### src/rtl/bcd_scan_ctrl.sv
// Round-robin sequencer sharing one combinational binbcd converter among NVAL
// requesters, plus a refresh scanner that multiplexes the stored digits.
module bcd_scan_ctrl #(
  parameter int NVAL        = 4,
  parameter int REFRESH_DIV = 50000
) (
  input  logic                 clk,
  input  logic                 rst_n,
  input  logic [NVAL-1:0]      req,
  input  logic [8*NVAL-1:0]    val_in,
  output logic [NVAL-1:0]      ack,
  output logic [7:0]           bin_out,
  input  logic [3:0]           bcd0_in,
  input  logic [3:0]           bcd1_in,
  output logic [NVAL-1:0]      ovf,
  output logic [2*NVAL-1:0]    dig_en,
  output logic [3:0]           dig_val
);

  localparam int IW = (NVAL > 1) ? $clog2(NVAL) : 1;
  localparam int ND = 2 * NVAL;
  localparam int DW = $clog2(ND);
  localparam int VW = $clog2(REFRESH_DIV);

  typedef enum logic [1:0] {IDLE, CONV, DONE} state_t;

  state_t          state_q, state_d;
  logic [IW-1:0]   grant_q, grant_d;
  logic [IW-1:0]   rr_ptr_q, rr_ptr_d;
  logic [7:0]      bin_q, bin_d;
  logic [NVAL-1:0] ack_q, ack_d;
  logic            capture;
  logic            found;
  logic [IW-1:0]   pick;
  logic [IW:0]     sum;

  logic [3:0]      units_q [NVAL];
  logic [3:0]      tens_q  [NVAL];
  logic [NVAL-1:0] ovf_q;

  logic [VW-1:0]   div_q, div_d;
  logic [DW-1:0]   idx_q, idx_d;
  logic [ND-1:0]   dig_en_q, dig_en_d;
  logic [3:0]      dig_val_q, dig_val_d;
  logic            tick;
  logic [IW-1:0]   slot;

  // NOTE: every output of a combinational block gets a default first, so no
  // path through the case/if can leave a signal unassigned and infer a latch.
  always_comb begin
    state_d  = state_q;
    grant_d  = grant_q;
    rr_ptr_d = rr_ptr_q;
    bin_d    = bin_q;
    ack_d    = '0;
    capture  = 1'b0;
    found    = 1'b0;
    pick     = '0;
    sum      = '0;

    // Search starts at rr_ptr and wraps, so the first hit is the fair winner.
    for (int off = 0; off < NVAL; off++) begin
      sum = {1'b0, rr_ptr_q} + (IW+1)'(off);
      if (sum >= (IW+1)'(NVAL)) sum = sum - (IW+1)'(NVAL);
      if (!found && req[sum[IW-1:0]]) begin
        found = 1'b1;
        pick  = sum[IW-1:0];
      end
    end

    case (state_q)
      IDLE: begin
        if (found) begin
          grant_d = pick;
          bin_d   = val_in[8*pick +: 8];
          state_d = CONV;
        end
      end
      CONV: begin
        capture        = 1'b1;
        ack_d[grant_q] = 1'b1;
        state_d        = DONE;
      end
      DONE: begin
        rr_ptr_d = (grant_q == IW'(NVAL-1)) ? '0 : grant_q + 1'b1;
        state_d  = IDLE;
      end
      default: state_d = IDLE;
    endcase
  end

  // NOTE: sequential state uses non-blocking assignments so every register
  // samples pre-edge values regardless of statement order.
  always_ff @(posedge clk) begin
    if (!rst_n) begin
      state_q  <= IDLE;
      grant_q  <= '0;
      rr_ptr_q <= '0;
      bin_q    <= '0;
      ack_q    <= '0;
      ovf_q    <= '0;
      // NOTE: the digit file is reset explicitly; the display must read zero
      // after reset, so this cannot be left to an uninitialised RAM.
      for (int i = 0; i < NVAL; i++) begin
        units_q[i] <= '0;
        tens_q[i]  <= '0;
      end
    end else begin
      state_q  <= state_d;
      grant_q  <= grant_d;
      rr_ptr_q <= rr_ptr_d;
      bin_q    <= bin_d;
      ack_q    <= ack_d;
      if (capture) begin
        units_q[grant_q] <= bcd0_in;
        tens_q[grant_q]  <= bcd1_in;
        ovf_q[grant_q]   <= (bcd0_in == 4'hF);
      end
    end
  end

  always_comb begin
    tick      = (div_q == VW'(REFRESH_DIV-1));
    div_d     = tick ? '0 : div_q + 1'b1;
    idx_d     = idx_q;
    if (tick) idx_d = (idx_q == DW'(ND-1)) ? '0 : idx_q + 1'b1;
    slot      = IW'(idx_q >> 1);
    dig_en_d  = ~(ND'(1) << idx_q);
    dig_val_d = idx_q[0] ? tens_q[slot] : units_q[slot];
  end

  always_ff @(posedge clk) begin
    if (!rst_n) begin
      div_q     <= '0;
      idx_q     <= '0;
      dig_en_q  <= '1;
      dig_val_q <= '0;
    end else begin
      div_q     <= div_d;
      idx_q     <= idx_d;
      dig_en_q  <= dig_en_d;
      dig_val_q <= dig_val_d;
    end
  end

  assign ack     = ack_q;
  assign bin_out = bin_q;
  assign ovf     = ovf_q;
  assign dig_en  = dig_en_q;
  assign dig_val = dig_val_q;

endmodule

### config.mk
export PLATFORM = sky130hd
export DESIGN_NAME = bcd_scan_ctrl
export DESIGN_NICKNAME = d
export VERILOG_FILES = /design/src/rtl/bcd_scan_ctrl.sv
export SDC_FILE = /design/constraint.sdc
export NUM_CORES = 1
export LEC_CHECK = 0
export CORE_MARGIN = 2
export CORE_UTILIZATION = 40
export DETAILED_ROUTE_END_ITERATION = 16
export MAX_ROUTING_LAYER = met4
export PLACE_DENSITY_LB_ADDON = 0.2
export REMOVE_ABC_BUFFERS = 1
export SYNTH_ARGS = -nofsm -noshare
export SYNTH_HDL_FRONTEND = slang
export SYNTH_SLANG_ARGS = --single-unit
### constraint.sdc
create_clock -name clk -period 2.8 [get_ports clk]
set_input_delay 0.56 -clock clk [delete_from_list [all_inputs] [get_ports clk]]
set_output_delay 0.56 -clock clk [all_outputs]
set_load 0.02 [all_outputs]
==> impl_summary.md, run 1 <==
Layout
The final non-filler cell total is about 550. The library cell used most frequently in the layout, excluding fill and tap cells, is sky130_fd_sc_hd__clkdlybuf4s50_1. For this run, the share of the core covered by cells in the final layout is 0.529.

The fraction of layout cells with a size suffix above 1 is 0.0883. In the layout the commonest cells are 73 x sky130_fd_sc_hd__clkdlybuf4s50_1, 55 x sky130_fd_sc_hd__dfxtp_1, 42 x sky130_fd_sc_hd__nand2_1. The growth of design area from synthesis to finish is 28.5%. The number of diodes added for antenna fixing is 0.

The number of nets in the final layout is about 470.

STA
Setup slack closes at around 0.76 ns. The clock arrives with 0.0137 ns of skew. Setup repair after global routing left no endpoint under its margin. Timing would allow up to 490 MHz. In this run the tightest slew margin relative to its limit is 0.640. The final count of pins violating max slew came to 0. For the final routed database, the setup TNS stands at 0 ns. The clock period could shrink to ~2.0 ns. The transition time at the pin with the least slew margin is 0.539 ns. The count of final hold-check violations is 0. The final-report setup violation count is 0. The period utilization is 0.728.

CTS
TritonCTS built the clock tree. The cell chosen for the clock root is sky130_fd_sc_hd__clkbuf_8. The number of hold buffers added after cts is 0.

The number of levels in the clock H-tree is 3. The number of cells upsized or downsized after cts is 0. After clock tree synthesis, the setup repair step added 0 buffers. The number of buffers on the longest clock path is 2. The clock sink total is slightly below 90. The clock reaches the later pin of the worst-skew pair after 0.35 ns. After clock tree synthesis, the clock-pin slew on the worst setup and hold paths is about 0.080 ns. In this run, CTS created clock tree buffers numbering 9.

Hold path
The class of the most critical hold timing path is reg -> reg. In this run the most critical hold path is launched from div_q[0]$_SDFF_PP0_.

Worst setup path
The sort of element at the start of the critical path is an input port. For the worst setup path, the data required time is 3.01 ns. The signal arrival time at the worst endpoint is 2.25 ns. The endpoint kind of the worst setup timing path is a register. The worst setup path is of the in -> reg kind. The timing startpoint of the critical path is req[3]. In this run the critical register-to-register path is launched from rr_ptr_q[0]$_SDFFE_PN0N_. Along the worst path, the maximum fanout reaches 8.

Die
Row generation in the floorplan step produced 35 rows. The region available for standard cell placement spans 9240 um2. The vertical die dimension is between 100 and 150 um. The number of ports placed on the die boundary is 74. The effective utilization at floorplan is 0.412.

The die covers approximately 10000 um2. The floorplan step set the die width to between 100 and 150 um.

Placement
At the end of routability-driven placement, the weighted congestion stood at approximately 0.76. Timing analysis after detailed placement gives a worst setup slack of between 0.3 and 0.4 ns. Summed over all nets, the half-perimeter wirelength after detailed placement is 5380 um. The count of buffers added on input and output ports is 73. The number of placed instances, taps included, is around 530.

GRT
The number of antenna violations at the first check in global routing is 0. The global-route layer with the greatest usage is met2. Across every metal layer, demand over resource in global routing totals 0.160.

In the global route stage, met1 resource usage came out at 0.197. The met3 layer usage reported by global route is 0.0373. The met2 usage is 0.265.

The via count of the first global-routing pass is approximately 2600. The first global-routing pass estimated ~12000 um of wire. The residual overflow from global routing is 0. Entering global routing, the biggest net connects between 40 and 50 pins.

Status
The flow ran to the end, and the final reports show no timing, DRC or antenna violations.

Synthesis
After synthesis the netlist holds a flip-flop and latch count of 87. The synthesized area per cell is roughly 11 um2. Of the synthesized area, sequential elements account for 0.542. Counting every instance in the synthesized netlist gives about 340. The post-synthesis cell area is 3800 um2. Yosys printed 0 warnings. The number of different library cells in the post-synthesis netlist is 42.

Run
Max-cap violations in this run came to 0.

Drt
In the final routed layout, each cell accounts on average for around 14 um. The post-route DRC violation count is 0. The count of nets left with antenna violations once routing finished came out at 0. The via density per instance is 4.79. The violation count after the first detailed-route iteration is 77. The routed layout has approximately 2600 vias. For this run, the detailed router's first-pass iteration total came to 4.

The total routed wirelength is around 7500 um.

Pwr
The peak supply drop is around 0.27 mV. The design draws 2.63 mW. For this design the static power due to leakage is about 1.8 nW. For this design the ratio of total power to cell area is between 500 and 600 nW/um2.
==> cell type report <==
| class | instances | area [um2] |
|---|---|---|
| Clock buffer | 12 | 166 |
| Sequential cell | 87 | 2060 |
| Tap cell | 129 | 161 |
| Timing Repair Buffer | 79 | 776 |
| Clock inverter | 4 | 50.0 |
| Multi-Input combinational cell | 228 | 1640 |
| Fill cell | 818 | 4360 |
| Inverter | 9 | 33.8 |
==> through the flow <==
step / hold WS (ns) / cell area (um2)
final: 0.445 / 4880
after global routing: 0.464 / 4880
after floorplan: 0.413 / 3730
after detailed placement: 0.434 / 4670
after global placement: 0.427 / 4670
after CTS: 0.447 / 4880
==> worst max-delay path, stage by stage <==
cell and delay (ns):
sky130_fd_sc_hd__clkdlybuf4s50_1 0.48, sky130_fd_sc_hd__inv_1 0.09, sky130_fd_sc_hd__a22o_1 0.19, sky130_fd_sc_hd__a221oi_1 0.38, sky130_fd_sc_hd__nand2b_1 0.38, sky130_fd_sc_hd__o221ai_1 0.18
==> registers in the layout, indices dropped and copies added, names as in the netlist, named ones only <==
register,count
idx_q,3
dig_en,8
dig_val,4
units_q,16
rr_ptr_q,2
ovf,4
ack,4
grant_q,2
bin_out,8
div_q,16
state_q,2
tens_q,16
==> worst paths after layout <==
check | cells after the start | endpoint | slack [ns]
min reg2reg | 1 | div_q[0]$_SDFF_PP0_ | 0.45
max | 6 | bin_out[4]$_SDFFE_PN0P_ | 0.76
min | 1 | div_q[0]$_SDFF_PP0_ | 0.45
max reg2reg | 5 | bin_out[4]$_SDFFE_PN0P_ | 1.12
==> cell usage after synthesis <==
cell type                  instances  share of area
sky130_fd_sc_hd__dfxtp_1          55           0.29
sky130_fd_sc_hd__nand2_1          42          0.041
sky130_fd_sc_hd__edfxtp_1         32           0.25
sky130_fd_sc_hd__and2_1           28          0.046
sky130_fd_sc_hd__mux2i_1          18          0.047
sky130_fd_sc_hd__nor2_1           17          0.017
sky130_fd_sc_hd__and3_1           15          0.025
sky130_fd_sc_hd__ha_1             11          0.036
sky130_fd_sc_hd__nand3_1          11          0.014
sky130_fd_sc_hd__a21boi_0          9          0.018
sky130_fd_sc_hd__inv_1             9         0.0089
sky130_fd_sc_hd__mux4_2            8          0.047
sky130_fd_sc_hd__o221ai_1          8          0.018
sky130_fd_sc_hd__xor2_1            8          0.018
sky130_fd_sc_hd__clkbuf_1          7         0.0069
sky130_fd_sc_hd__nand2b_1          7          0.012
sky130_fd_sc_hd__nor3_1            7         0.0092
sky130_fd_sc_hd__nor2b_1           6         0.0099
sky130_fd_sc_hd__xnor2_1           5          0.012
sky130_fd_sc_hd__a21oi_1           4         0.0053
sky130_fd_sc_hd__nand4_1           4         0.0066
sky130_fd_sc_hd__buf_2             3         0.0039
sky130_fd_sc_hd__a21boi_1          2         0.0039
sky130_fd_sc_hd__and4_1            2         0.0046
sky130_fd_sc_hd__or3_1             2         0.0033
sky130_fd_sc_hd__a21oi_2           1         0.0023
sky130_fd_sc_hd__a21oi_4           1         0.0043
sky130_fd_sc_hd__a221oi_1          1         0.0023
sky130_fd_sc_hd__a22o_1            1         0.0023
sky130_fd_sc_hd__a22oi_1           1         0.0020
sky130_fd_sc_hd__and3_4            1         0.0030
sky130_fd_sc_hd__and4_2            1         0.0026
sky130_fd_sc_hd__buf_1             1        0.00099
sky130_fd_sc_hd__buf_6             1         0.0030
sky130_fd_sc_hd__buf_8             1         0.0039
sky130_fd_sc_hd__nand2_2           1         0.0016
sky130_fd_sc_hd__nand4_2           1         0.0033
sky130_fd_sc_hd__nor4_1            1         0.0016
sky130_fd_sc_hd__nor4b_2           1         0.0039
sky130_fd_sc_hd__o21ai_0           1         0.0013
sky130_fd_sc_hd__o21ai_2           1         0.0023
sky130_fd_sc_hd__or3b_1            1         0.0023
==> metal layers <==
| metal | share of wire | vias up |
|---|---|---|
| met5 | 0 | - |
| met1 | 0.45 | 1238 |
| li1 | - | 1341 |
| met4 | 0.0091 | 0 |
| met3 | 0.032 | 9 |
| met2 | 0.51 | 36 |
==> where the power goes <==
group,internal [mW],total [mW],switching (mW)
Combinational,0.162,0.312,0.150
Sequential,1.37,1.39,0.0255
Clock,0.492,0.926,0.434
Total,2.02,2.63,0.609
==> cells by family after synthesis <==
| group | Yosys count | synth area share |
|---|---|---|
| multiplexers | 26 | 0.0948 |
| XOR/XNOR | 13 | 0.0299 |
| AO/OA/AOI/OAI | 30 | 0.0622 |
| buffers and inverters | 22 | 0.0276 |
| AND/OR/NAND/NOR | 148 | 0.207 |
| adder cells (fa/ha/maj) | 11 | 0.0362 |
| flip-flops | 87 | 0.542 |
Power figures use the tool's default switching activity.
==> inputs of run 2 (changes only) <==
- clock period: 2.8 -> 1.75 ns (I/O delays scaled with it)
==> impl_summary.md, run 2 (synthesis results as in run 1) <==
Layout
The count of filler cells inserted in the layout came to 802 (-2.0%). Relative to the synthesized area, the layout overhead comes to 35.2%. The library cell used most frequently in the layout, excluding fill and tap cells, is sky130_fd_sc_hd__clkdlybuf4s50_1.

The final core utilization is 0.556 (+0.0276). The area occupied by multi-input gates was 1650 um2 (+0.61%). The final non-filler cell total was 573 (+4.6%).

The storage element area is 2060 um2 (unchanged). The number of diodes added for antenna fixing is 0 (unchanged). The fraction of layout cells with a size suffix above 1 came to 0.146 (+0.0581).

The largest registers in the layout are div_q: 16 flops, tens_q: 16 flops, units_q: 16 flops. The number of nets in the final layout was 496 (+5.3%). The top cell types in the final layout, fill and taps aside, are 73 x sky130_fd_sc_hd__clkdlybuf4s50_1, 55 x sky130_fd_sc_hd__dfxtp_1, 41 x sky130_fd_sc_hd__nand2_1.

STA
The count of final hold-check violations is 0 (unchanged). The setup clock skew after layout came to 0.0122 ns (-0.00153 ns). The final-report setup violation count was 0 (unchanged).

Derived from the worst setup path, the maximum achievable clock frequency is around 590 MHz. The post-layout minimum cycle time is about 1.7 ns. The final count of pins violating max slew was 0 (unchanged). Setup repair after global routing left no endpoint under its margin.

The relative slew slack was 0.734 (+0.0938). The period utilization is 0.967. The transition time at the pin with the least slew margin came to 0.399 ns (-0.141 ns).

Drt
The via density per instance came to 4.75 (-0.83%). The count of nets left with antenna violations after detail routing is 0 (unchanged). The violation count after the first detailed-route iteration was 102 (+32%). The amount of wire on met3 after detailed routing is 259 um (+8.8%). The post-route DRC violation count was 0 (unchanged). The routed metal-1 wirelength is 3390 um (unchanged). The vias after detailed routing is 2721 (+3.7%). The total routed wirelength is 7980 um (+5.8%). The met2 wire length is 4220 um (+9.8%). The number of detailed-route iterations in the first pass came to 6 (+2).

Signal routing reaches up to met4. The average wire per standard cell is 13.9 um (+1.2%).

Worst setup path
The worst register-to-register path begins at div_q[0]$_SDFF_PP0_. Grouping stages by cell kind, the critical path spends the most delay in buffers and inverters. The worst-path maximum fanout came to 2 (-6). The critical path buffer and inverter count is 1 (-1). The largest individual stage delay along the critical path comes from the cell sky130_fd_sc_hd__clkdlybuf4s50_1. The worst endpoint required time is 1.40 ns (-1.61 ns). The reg2reg setup slack was 0.12 ns (-1.00 ns). The worst setup path is launched from a register. The signal arrival time at the worst endpoint came to 1.34 ns (-0.91 ns). The endpoint kind of the worst setup timing path is an output port. The worst setup path is of the reg -> out kind. The critical path goes through clkdlybuf4s50_1. The endpoint identified for the worst register-to-register timing path is idx_q[1]$_SDFFE_PN0N_. The maximum single-stage delay on the critical path came to 0.63 ns (+0.15 ns).

The number of cells traversed by the worst register-to-register path is 5 (unchanged).

Die
The vertical die dimension is 102 um (unchanged). The horizontal die dimension is 102 um (unchanged). The core outline area is 9240 um2 (unchanged). The effective utilization at floorplan is 0.412 (unchanged). The row count is 35 (unchanged). The number of ports placed on the die boundary is 74 (unchanged).

The full die area was 10300 um2 (unchanged).

CTS
The clock-pin transition on the worst setup and hold timing paths is 0.09 ns (about the same). The clock tree from TritonCTS is done. The clock sink total was 87 (unchanged). Clock tree synthesis selected as its root buffer the cell sky130_fd_sc_hd__clkbuf_8. The number of levels in the clock H-tree came to 3 (unchanged). The insertion delay of the later-clocked pin in the worst-skew pair is 0.36 ns (about the same). The number of buffers on the longest clock path is 2 (unchanged). The number of buffers created by CTS was 9 (unchanged).

Hold path
The tightest min-delay check is of the reg -> reg type. The startpoint identified for the worst hold timing path is div_q[0]$_SDFF_PP0_. The end point of the worst hold path is div_q[0]$_SDFF_PP0_. The instance count along the most critical hold path came to 1 (unchanged).

Status
The run finished with clean final reports.

Placement
The number of buffers inserted by port buffering is 73 (unchanged). The placed wire-length estimate after detailed placement is 5890 um (+9.6%). The routability congestion estimate is 0.779 (+2.4%). The number of cells after detailed placement came to 557 (+4.7%).

Pwr
The leakage power is 1.99 nW (+8.0%). The power per cell area came to 878 nW/um2 (+63%). The peak supply drop is 0.444 mV (+62%).

GRT
The all-layer global routing usage is 0.171 (+0.0117). The number of antenna violations at the first check in global routing is 0 (unchanged). The maximum number of pins on one net before global-route repair is 22 (-49%).

The via count of the first global-routing pass was 2786 (+7.1%). The wire length of the first global-routing pass is 13100 um (+5.5%). The residual overflow from global routing is 0 (unchanged).

Run
The count of maximum capacitance violations came to 0 (unchanged).
==> run 2: power breakdown <==
group	switching (mW)	total [mW]	internal, mW	leakage (nW)
registers	0.0410	2.23	2.19	0.779
clock network	0.755	1.72	0.966	0.125
logic	0.254	0.562	0.308	1.09
total	1.05	4.51	3.46	1.99
==> run 2: repair_timing <==
action                                  CTS  global route
hold buffers                              0             0
buffers inserted                          0             0
gates resized for setup                   1             2
endpoints found under the setup margin    4             8
hold endpoints to repair                  0             0
==> run 2: stage by stage <==
step / area, um2 / power [mW] / hold slack [ns] / setup TNS (ns) / setup WS, ns
6_report: 5140 / 4.51 / 0.450 / 0 / 0.0582
4_1_cts: 5130 / 4.56 / 0.454 / 0 / 0.0361
5_1_grt: 5140 / 4.69 / 0.473 / 0 / 0.00749
3_5_place_dp: 4880 / 2.84 / 0.440 / -3.89 / -0.425
3_3_place_gp: 4880 / 2.83 / 0.425 / -3.19 / -0.347
2_1_floorplan: 3730 / 2.51 / 0.413 / -15.44 / -0.500
==> run 2: layer usage <==
| metal | up-vias | global-route usage |
|---|---|---|
| met1 | 1278 | 0.194 |
| li1 | 1389 | - |
| met5 | - | - |
| met4 | 0 | 0.0499 |
| met2 | 42 | 0.294 |
| met3 | 12 | 0.0497 |
==> run 2: cell type report <==
type / count / area share
Sequential cell: 87 / 0.401
Multi-Input combinational cell: 228 / 0.320
Timing Repair Buffer: 104 / 0.192
Tap cell: 129 / 0.0314
Clock inverter: 7 / 0.0243
Clock buffer: 9 / 0.0241
Inverter: 9 / 0.00657
==> run 2: how the worst max path moves through the flow <==
| stage | end | start | cells after the start |
|---|---|---|---|
| after global placement | bin_out[2]$_SDFFE_PN0P_ | req[3] | 7 |
| after global routing | ovf[0] | ovf[0]$_SDFFE_PN0P_ | 1 |
| after floorplan | tens_q[0][0]$_SDFFCE_PN0P_ | state_q[0]$_SDFFE_PN0P_ | 4 |
| after detailed placement | bin_out[7]$_SDFFE_PN0P_ | req[3] | 7 |
| after CTS | bin_out[3] | bin_out[3]$_SDFFE_PN0P_ | 1 |
| final | bin_out[7] | bin_out[7]$_SDFFE_PN0P_ | 1 |
